**src/rtl/ad_pkg.sv**
```systemverilog
// Shared types and default widths for the ADC waveform capture path.
package ad_pkg;

    localparam int unsigned DEF_DATA_W = 10;
    localparam int unsigned DEF_ADDR_W = 10;
    localparam int unsigned DEF_DEC_W  = 8;

    typedef enum logic [1:0] {
        StIdle,
        StWaitTrig,
        StCapture,
        StDone
    } ad_state_e;

endpackage

```
**src/rtl/ad_trig_detect.sv**
```systemverilog
// Rising-edge level trigger: fires when the sample stream crosses the threshold upward.
module ad_trig_detect #(
    parameter int unsigned DATA_W = 10
) (
    input  logic [DATA_W-1:0] smp,
    input  logic [DATA_W-1:0] prev,
    input  logic [DATA_W-1:0] level,
    input  logic              arm_q,
    input  logic              trig_en,
    output logic              trig
);

    logic crossing;

    assign crossing = (prev < level) && (smp >= level);

    // With the trigger disabled the caller fires on its first waiting cycle.
    assign trig = trig_en ? (arm_q && crossing) : 1'b1;

endmodule

```
**src/rtl/ad_wave_capture.sv**
```systemverilog
// ADC capture front end: samples the ADC bus, waits for a level trigger and
// writes a fixed-length, optionally decimated record into the capture RAM.
module ad_wave_capture
    import ad_pkg::*;
#(
    parameter int unsigned DATA_W = DEF_DATA_W,
    parameter int unsigned ADDR_W = DEF_ADDR_W,
    parameter int unsigned DEC_W  = DEF_DEC_W
) (
    input  logic              clk,
    input  logic              rst_n,
    output logic              ad_clk,
    input  logic [DATA_W-1:0] ad_data,
    input  logic              start,
    input  logic              trig_en,
    input  logic [DATA_W-1:0] trig_level,
    input  logic [DEC_W-1:0]  decim,
    output logic              wr_en,
    output logic [ADDR_W-1:0] wr_addr,
    output logic [DATA_W-1:0] wr_data,
    output logic              busy,
    output logic              done
);

    ad_state_e state_q, state_d;

    logic [DATA_W-1:0] smp_q, prev_q;
    logic              trig_en_q, trig_en_d;
    logic [DATA_W-1:0] level_q, level_d;
    logic [DEC_W-1:0]  decim_q, decim_d;
    logic [DEC_W-1:0]  dec_cnt_q, dec_cnt_d;
    logic              arm_q, arm_d;
    logic              wr_en_q, wr_en_d;
    logic [ADDR_W-1:0] wr_addr_q, wr_addr_d;
    logic [DATA_W-1:0] wr_data_q, wr_data_d;
    logic              busy_q, busy_d;
    logic              done_q, done_d;
    logic              trig;
    logic              last_written;

    assign ad_clk = ~clk;

    ad_trig_detect #(
        .DATA_W (DATA_W)
    ) u_trig_detect (
        .smp     (smp_q),
        .prev    (prev_q),
        .level   (level_q),
        .arm_q   (arm_q),
        .trig_en (trig_en_q),
        .trig    (trig)
    );

    // The final address was strobed on the previous edge; no further writes.
    assign last_written = wr_en_q && (&wr_addr_q);

    always_comb begin
        state_d   = state_q;
        trig_en_d = trig_en_q;
        level_d   = level_q;
        decim_d   = decim_q;
        dec_cnt_d = dec_cnt_q;
        arm_d     = 1'b0;
        wr_en_d   = 1'b0;
        wr_addr_d = wr_addr_q;
        wr_data_d = wr_data_q;

        unique case (state_q)
            StIdle, StDone: begin
                if (start) begin
                    trig_en_d = trig_en;
                    level_d   = trig_level;
                    decim_d   = decim;
                    state_d   = StWaitTrig;
                end
            end
            StWaitTrig: begin
                arm_d = 1'b1;
                if (trig) begin
                    state_d   = StCapture;
                    arm_d     = 1'b0;
                    wr_en_d   = 1'b1;
                    wr_addr_d = '0;
                    wr_data_d = smp_q;
                    dec_cnt_d = '0;
                end
            end
            StCapture: begin
                if (last_written) begin
                    state_d = StDone;
                end else if (dec_cnt_q == decim_q) begin
                    wr_en_d   = 1'b1;
                    wr_addr_d = wr_addr_q + 1'b1;
                    wr_data_d = smp_q;
                    dec_cnt_d = '0;
                end else begin
                    dec_cnt_d = dec_cnt_q + 1'b1;
                end
            end
            default: state_d = StIdle;
        endcase

        busy_d = (state_d == StWaitTrig) || (state_d == StCapture);
        done_d = (state_d == StDone);
    end

    always_ff @(posedge clk or negedge rst_n) begin
        if (!rst_n) begin
            state_q   <= StIdle;
            smp_q     <= '0;
            prev_q    <= '0;
            trig_en_q <= 1'b0;
            level_q   <= '0;
            decim_q   <= '0;
            dec_cnt_q <= '0;
            arm_q     <= 1'b0;
            wr_en_q   <= 1'b0;
            wr_addr_q <= '0;
            wr_data_q <= '0;
            busy_q    <= 1'b0;
            done_q    <= 1'b0;
        end else begin
            state_q   <= state_d;
            smp_q     <= ad_data;
            prev_q    <= smp_q;
            trig_en_q <= trig_en_d;
            level_q   <= level_d;
            decim_q   <= decim_d;
            dec_cnt_q <= dec_cnt_d;
            arm_q     <= arm_d;
            wr_en_q   <= wr_en_d;
            wr_addr_q <= wr_addr_d;
            wr_data_q <= wr_data_d;
            busy_q    <= busy_d;
            done_q    <= done_d;
        end
    end

    assign wr_en   = wr_en_q;
    assign wr_addr = wr_addr_q;
    assign wr_data = wr_data_q;
    assign busy    = busy_q;
    assign done    = done_q;

endmodule
```
**config.mk**
```make
export PLATFORM = sky130hd
export DESIGN_NAME = ad_wave_capture
export DESIGN_NICKNAME = d
export VERILOG_FILES = /design/src/rtl/ad_pkg.sv /design/src/rtl/ad_trig_detect.sv /design/src/rtl/ad_wave_capture.sv
export SDC_FILE = /design/constraint.sdc
export NUM_CORES = 1
export LEC_CHECK = 0
export CORE_MARGIN = 2
export CORE_UTILIZATION = 40
export DETAILED_ROUTE_END_ITERATION = 8
export PLACE_DENSITY_LB_ADDON = 0.2
export RECOVER_POWER = 50
export SETUP_SLACK_MARGIN = 0.1
export SYNTH_ARGS = -nofsm -noshare
export SYNTH_HDL_FRONTEND = slang
export SYNTH_SLANG_ARGS = --single-unit
```
**constraint.sdc**
```tcl
create_clock -name clk -period 2.8 [get_ports clk]
set_clock_uncertainty 0.1 [all_clocks]
set_input_delay 0.42 -clock clk [delete_from_list [all_inputs] [get_ports clk]]
set_output_delay 0.42 -clock clk [all_outputs]
set_load 0.02 [all_outputs]
```
==> results of run 1 <==
==> stage by stage <==
stage,util [%],hold slack [ns],cell area (um2)
after floorplan,-,0.0244,3470
after CTS,53.1,0.00356,4400
final,53.2,0.306,4420
after global routing,53.2,0.325,4420
after detailed placement,50.2,0.287,4170
after global placement,50.2,0.289,4170
==> repair_timing <==
action | in CTS | in global routing
pin swaps | 0 | 1
resized for setup | 1 | 2
hold buffers | 0 | 0
buffers inserted | 0 | 1
endpoints found under the setup margin | 1 | 2
gates cloned | 0 | 0
==> registers in the layout (all words and copies together) (netlist names) <==
signal / cells
wr_data: 10
busy: 1
state_q: 2
wr_en: 1
trig_en_q: 1
decim_q: 8
level_q: 10
dec_cnt_q: 8
smp_q: 10
done: 1
wr_addr: 10
prev_q: 10
arm_q: 1
==> per-layer routing <==
layer | vias to the layer above | routed length, um | part of all wire, % | track usage, %
li1 | 1166 | - | - | -
met1 | 1168 | 3310 | 48 | 21.6
met2 | 44 | 3210 | 47 | 24.6
met3 | 8 | 272 | 4.0 | 4.82
met4 | 0 | 74 | 1.1 | 4.55
met5 | - | 0 | 0 | 0
==> placed cells by master (no fill, tap or decap), drive strengths merged, types with 8 or more instances in the layout <==
cell type and n:
inv 22, clkbuf 16, nand2 11, clkdlybuf4s50 43
o21ai 15, ha 24, nand3 18, mux2 29
dfrtp 73, dlygate4sd3 10, xor2 8, a21oi 8
==> kinds of logic (layout without fill, tap and decap cells) <==
kind of cell               after synthesis  after routing
and+or+nand+nor                         67             67
muxes                                   35             35
xor gates and xnor gates                 8              8
DFF                                     73             73
buffers and inverters                   30            100
adders and majority gates               24             24
AOI/OAI and AO/OA                       51             51
==> layout make-up <==
type	count	area share (%)
Multi-Input combinational cell	185	34.6
Sequential cell	73	41.4
Inverter	21	1.79
Clock buffer	16	5.41
Timing Repair Buffer	61	13.6
Clock inverter	2	0.283
Tap cell	105	2.98
==> power by group <==
group          leakage (nW)  switching, mW  internal, mW  total, mW
Combinational         0.997         0.0564        0.0685      0.125
Sequential            0.925         0.0122          1.08       1.09
Clock                 0.132          0.431         0.551      0.982
Total                  2.05          0.500          1.70       2.19
==> synth_stat cells, types with 5 or more instances <==
library cell,n
mux2_2,25
o21ai_0,14
xor2_1,8
nand4_1,5
nand3_1,18
clkbuf_1,5
a21oi_1,7
nand2b_1,7
dfrtp_1,73
o31ai_1,6
mux2i_1,6
ha_1,24
inv_1,22
nor2_1,5
nand2_1,11
==> worst register-to-register path, stage by stage (launching register included) <==
cell and delay [ns]:
dfrtp_1 0.38, inv_1 0.07, ha_1 0.24, a211oi_1 0.22, o21ai_1 0.14, o311a_1 0.43
nor3b_4 0.30, buf_4 0.24, mux2_2 0.35
==> how the worst min path moves through the flow <==
stage | cells after the start | startpoint | slack [ns] | endpoint
after floorplan | 0 | rst_n | 0.02 | arm_q
final | 0 | smp_q[0] | 0.31 | prev_q[0]
after CTS | 1 | rst_n | 0.004 | dec_cnt_q[4]
after global routing | 0 | smp_q[0] | 0.32 | prev_q[0]
after global placement | 0 | smp_q[3] | 0.29 | prev_q[3]
after detailed placement | 0 | smp_q[0] | 0.29 | prev_q[0]
==> results_dict.tcl, run 1 <==
set metrics [dict create \
    seqCellArea_um2 1830 \
    place.detailed.hpwl_mm 4.91 \
    htreeDepth 3 \
    start_util_pct 41.8 \
    multi_input_area_um2 1530 \
    async_flop_share_pct 100 \
    crit_family "buffers and inverters" \
    slowest_delay_ns 0.32 \
    yosys_warnings 0 \
    drt-total-wl_mm 6.86 \
    overflow 0 \
    synth_edf_count 0 \
    avgSynthCellArea_um2 12.0 \
    synthAdderAreaFrac_pct 8.65 \
    place_inst 446 \
    drt_iter0_drc 101 \
    antenna_found_initial 0 \
    fillerInstances 750 \
    syn-cell-area_um2 3470 \
    synth.top_cells.by_area "dfrtp_1 53%, ha_1 8.7%, mux2_2 8.1%" \
    synth-seq-cells 73 \
    cts_root_buffer "clkbuf_8" \
    violations "max-capacitance violations, max-slew violations" \
    critPathLaunchType "clock port" \
    rsz0062_at_grt "false" \
    final_hold_viol_count 0 \
    critPathArrivalTime_ns 2.10 \
    tritoncts "yes" \
    io_buffer_count 55 \
    yosysSeqAreaShare_pct 52.7 \
    dieWidth_um 97.1 \
    critical_path_buf_inv_count 4 \
    crit_cells 4 \
    grt_pass1_wl_mm 12.1 \
    track_usage_pct 15.8 \
    cts_buffers 9 \
    worstSkewPairLatency_ns 0.34 \
    worst_ep_required_time_ns 2.28 \
    die_h_um 97.1 \
    leakagePower_nw 2.05 \
    setup_ws_ns 0.181 \
    synth_top_flop_cell "dfrtp_1" \
    critPathMaxFanout 12 \
    cap_violations 1 \
    tightest_slew_ns 1.50 \
    wl_per_cell_um 14.8 \
    synthMuxAreaShare_pct 11.1 \
    final.setup.tns_ns 0 \
    dpl_worst_slack_ns 0.199 \
    die-area_um2 9440 \
    peakVddDrop_uv 334 \
    routabilityCongestion 0.784 \
    synth-compound-area-share_pct 10.4 \
    worst-setup-path-type "clock port to output port" \
    viasPerCell 5.15 \
    status "complete, but fails checks" \
    synth_top_family_by_area "simple AND/OR/NAND/NOR gates" \
    ant_nets 0 \
    grt_max_degree 49 \
    diodes 0 \
    stdcell_count 463 \
    power_density_nw_per_um2 497 \
    vias 2386 \
    maxSlewHeadroom_pct -0.304 \
    pin_count 56 \
    route.detailed.drc 0 \
    syn_to_final_growth_pct 27.3 \
    crit_end "ad_clk" \
    syn_nets 344 \
    worstHoldPathType "flop to flop" \
    worstReg2RegEnd "wr_data[3]" \
    clk_pin_slew_ns 0.07 \
    grt_pass1_vias 2541 \
    clockBufferDepth 2 \
    regToRegStartpoint "level_q[7]" \
    crit_top_cell "clkbuf_8" \
    drive_gt1_share_pct 16.5 \
    synth.distinct_cells 47 \
    synth_area_leader_cell "dfrtp_1" \
    coreArea_um2 8300 \
    synth_top_area_share_pct 52.7 \
    startpoint "clk" \
    synth-simple-area-share_pct 11.6 \
    nNetsFinal 409 \
    worst-r2r-cell-count 8 \
    slew_violations 25 \
    crit_path_top_delay_cell "dlygate4sd2_1" \
    crit_chain "clkbuf_8 -> clkbuf_8 -> inv_1 -> dlygate4sd2_1" \
    power_mw 2.19 \
    num_rows 33 \
    first_pass_iters 4 \
    syn_inst 288 \
    synth_xor_area_share_pct 2.02 \
    setup_viol 0 \
    end_kind "output port" \
    r2r_slack_ns 0.22 \
]
Power figures use the tool's default switching activity.
==> inputs of run 2 (changes only) <==
--- a/config.mk
+++ b/config.mk
@@ -8,6 +8,7 @@
 export CORE_MARGIN = 2
 export CORE_UTILIZATION = 40
 export DETAILED_ROUTE_END_ITERATION = 8
+export MAX_ROUTING_LAYER = met4
 export PLACE_DENSITY_LB_ADDON = 0.2
 export RECOVER_POWER = 50
 export SETUP_SLACK_MARGIN = 0.1
==> run 2 against run 1 <==
Against the previous run:
- the flow still finishes with violations (max-capacitance violations, max-slew violations)
- count of clock-buffer cells in the layout stayed put
- routed wire length hardly changed
- register-to-register slack hardly changed
- sequential power hardly changed
- worst hold slack stayed put
- non-clock buffer count stayed put
- via count is 0.34% higher
- cell area stayed put
- critical path depth stayed put
- die area stayed put
- combinational power hardly changed
- critical endpoint unchanged
- largest cell class unchanged
- highest routed layer unchanged
==> results_dict.tcl, run 2 (synthesis gave the netlist of run 1 again) <==
set metrics [dict create \
    pin_count 56 \
    status "complete, but fails checks" \
    syn_to_final_growth_pct 27.3 \
    worst-setup-path-type "clock port to output port" \
    tightest_slew_ns 1.50 \
    ctsHoldBuffers 0 \
    setup_viol 0 \
    power_density_nw_per_um2 497 \
    crit_top_cell "clkbuf_8" \
    die_h_um 97.1 \
    fillerInstances 750 \
    final_common_cell "dfrtp_1" \
    seqPwrFrac_pct 49.5 \
    clk_pin_slew_ns 0.07 \
    route.detailed.drc 0 \
    die-area_um2 9440 \
    diodes 0 \
    power_mw 2.20 \
    clockBufferDepth 2 \
    wl_per_cell_um 14.8 \
    track_usage_pct 16.3 \
    end_kind "output port" \
    leakagePower_nw 2.05 \
    p_comb_share_pct 5.7 \
    peakVddDrop_uv 334 \
    cap_violations 1 \
    multi_input_area_um2 1530 \
    htreeDepth 3 \
    coreArea_um2 8300 \
    seqCellArea_um2 1830 \
    critPathLaunchType "clock port" \
    antenna_found_initial 0 \
    drt-total-wl_mm 6.86 \
    violations "max-capacitance violations, max-slew violations" \
    vias 2394 \
    drt_iter0_drc 89 \
    switchingPower_mw 0.500 \
    nNetsFinal 409 \
    final_hold_viol_count 0 \
    grt_max_degree 49 \
    slowest_delay_ns 0.32 \
    dieWidth_um 97.1 \
    overflow 0 \
    worst-r2r-cell-count 8 \
    worstHoldPathType "flop to flop" \
    crit_family "buffers and inverters" \
    critPathArrivalTime_ns 2.10 \
    crit_cells 4 \
    num_rows 33 \
    crit_path_top_delay_cell "dlygate4sd2_1" \
    slew_violations 25 \
    grt_pass1_wl_mm 12.1 \
    grt_pass1_vias 2542 \
    hold_depth 0 \
    start_util_pct 41.8 \
    drive_gt1_share_pct 16.5 \
    rsz0062_at_grt "false" \
    critPathMaxFanout 12 \
    crit_chain "clkbuf_8 -> clkbuf_8 -> inv_1 -> dlygate4sd2_1" \
    io_buffer_count 55 \
    routabilityCongestion 0.795 \
    ant_nets 0 \
    clock_power_share_pct 44.8 \
    final.setup.tns_ns 0 \
    viasPerCell 5.17 \
    worstSkewPairLatency_ns 0.35 \
    place.detailed.hpwl_mm 4.91 \
    p_sw_share_pct 22.8 \
    first_pass_iters 4 \
    cts_root_buffer "clkbuf_8" \
    tritoncts "yes" \
    final_cell_mix "73 x dfrtp_1, 43 x clkdlybuf4s50_1, 25 x mux2_2" \
    p_int_mw 1.70 \
    worst_ep_required_time_ns 2.28 \
    maxSlewHeadroom_pct -0.142 \
    cts_buffers 9 \
    critical_path_buf_inv_count 4 \
]
-- run 2: cell counts in the layout (fill, tap and decap cells not counted) --
No cell type changed its count.
-- run 2: layer usage --
metal | wire length [um] | part of all wire, % | vias up | GRT usage, %
li1 | - | - | 1167 | -
met1 | 3330 | 49 | 1171 | 21.7
met3 | 258 | 3.8 | 8 | 4.46
met4 | 74 | 1.1 | 0 | 4.55
met2 | 3200 | 47 | 48 | 24.6
met5 | 0 | 0 | - | -
-- run 2: timing repair --
action	CTS	global route
endpoints found under the setup margin	1	2
pin swaps	0	1
resized for setup	1	2
buffers inserted	0	1
-- run 2: worst paths after layout --
| check | from | to | slack, ns |
|---|---|---|---|
| worst max-delay path | clk | ad_clk | 0.18 |
| worst max register to register | level_q[7] | wr_data[6] | 0.22 |
| worst min-delay path | smp_q[0] | prev_q[0] | 0.31 |
| max in group asynchronous | rst_n | wr_data[1] | 1.35 |
| worst min register to register | smp_q[0] | prev_q[0] | 0.31 |
| min in group asynchronous | rst_n | wr_addr[4] | 0.33 |
-- run 2: stage by stage --
step / cell area (um2) / instances / util (%) / setup WS, ns / hold WS, ns
after global routing: 4420 / 463 / 53.2 / 0.103 / 0.325
after CTS: 4400 / 462 / 53.1 / 0.159 / 0.00356
after detailed placement: 4170 / 446 / 50.2 / 0.199 / 0.287
after floorplan: 3470 / 288 / - / 0.321 / 0.0244
after global placement: 4170 / 446 / 50.2 / 0.209 / 0.289
final: 4420 / 463 / 53.2 / 0.181 / 0.306
-- run 2: power by group through the flow --
stage / clock network, mW / registers [mW] / logic [mW]
after CTS: 1.01 / 1.09 / 0.131
after detailed placement: 0.0529 / 1.11 / 0.130
after global routing: 1.06 / 1.09 / 0.140
after floorplan: 0.0256 / 1.12 / 0.0293
after global placement: 0.0529 / 1.11 / 0.129
final: 0.983 / 1.09 / 0.125
-- run 2: area by class of cell --
type	count	share of cell area, %
Clock buffer	16	5.41
Clock inverter	2	0.283
Inverter	21	1.79
Multi-Input combinational cell	185	34.6
Sequential cell	73	41.4
Tap cell	105	2.98
Timing Repair Buffer	61	13.6
-- run 2: worst reg2reg max path, cell delays in order, from the launching register on --
cell,delay [ns]
dfrtp_1,0.38
inv_1,0.07
ha_1,0.24
a211oi_1,0.22
o21ai_1,0.14
o311a_1,0.43
nor3b_4,0.30
buf_4,0.24
mux2_2,0.35
==> inputs of run 3 (changes only) <==
--- a/config.mk
+++ b/config.mk
@@ -12,6 +12,7 @@
 export PLACE_DENSITY_LB_ADDON = 0.2
 export RECOVER_POWER = 50
 export SETUP_SLACK_MARGIN = 0.1
+export SKIP_LAST_GASP = 1
 export SYNTH_ARGS = -nofsm -noshare
 export SYNTH_HDL_FRONTEND = slang
 export SYNTH_SLANG_ARGS = --single-unit
==> results of run 3 <==
Same layout as run 2: the final DEF is identical, and so are final timing and power.
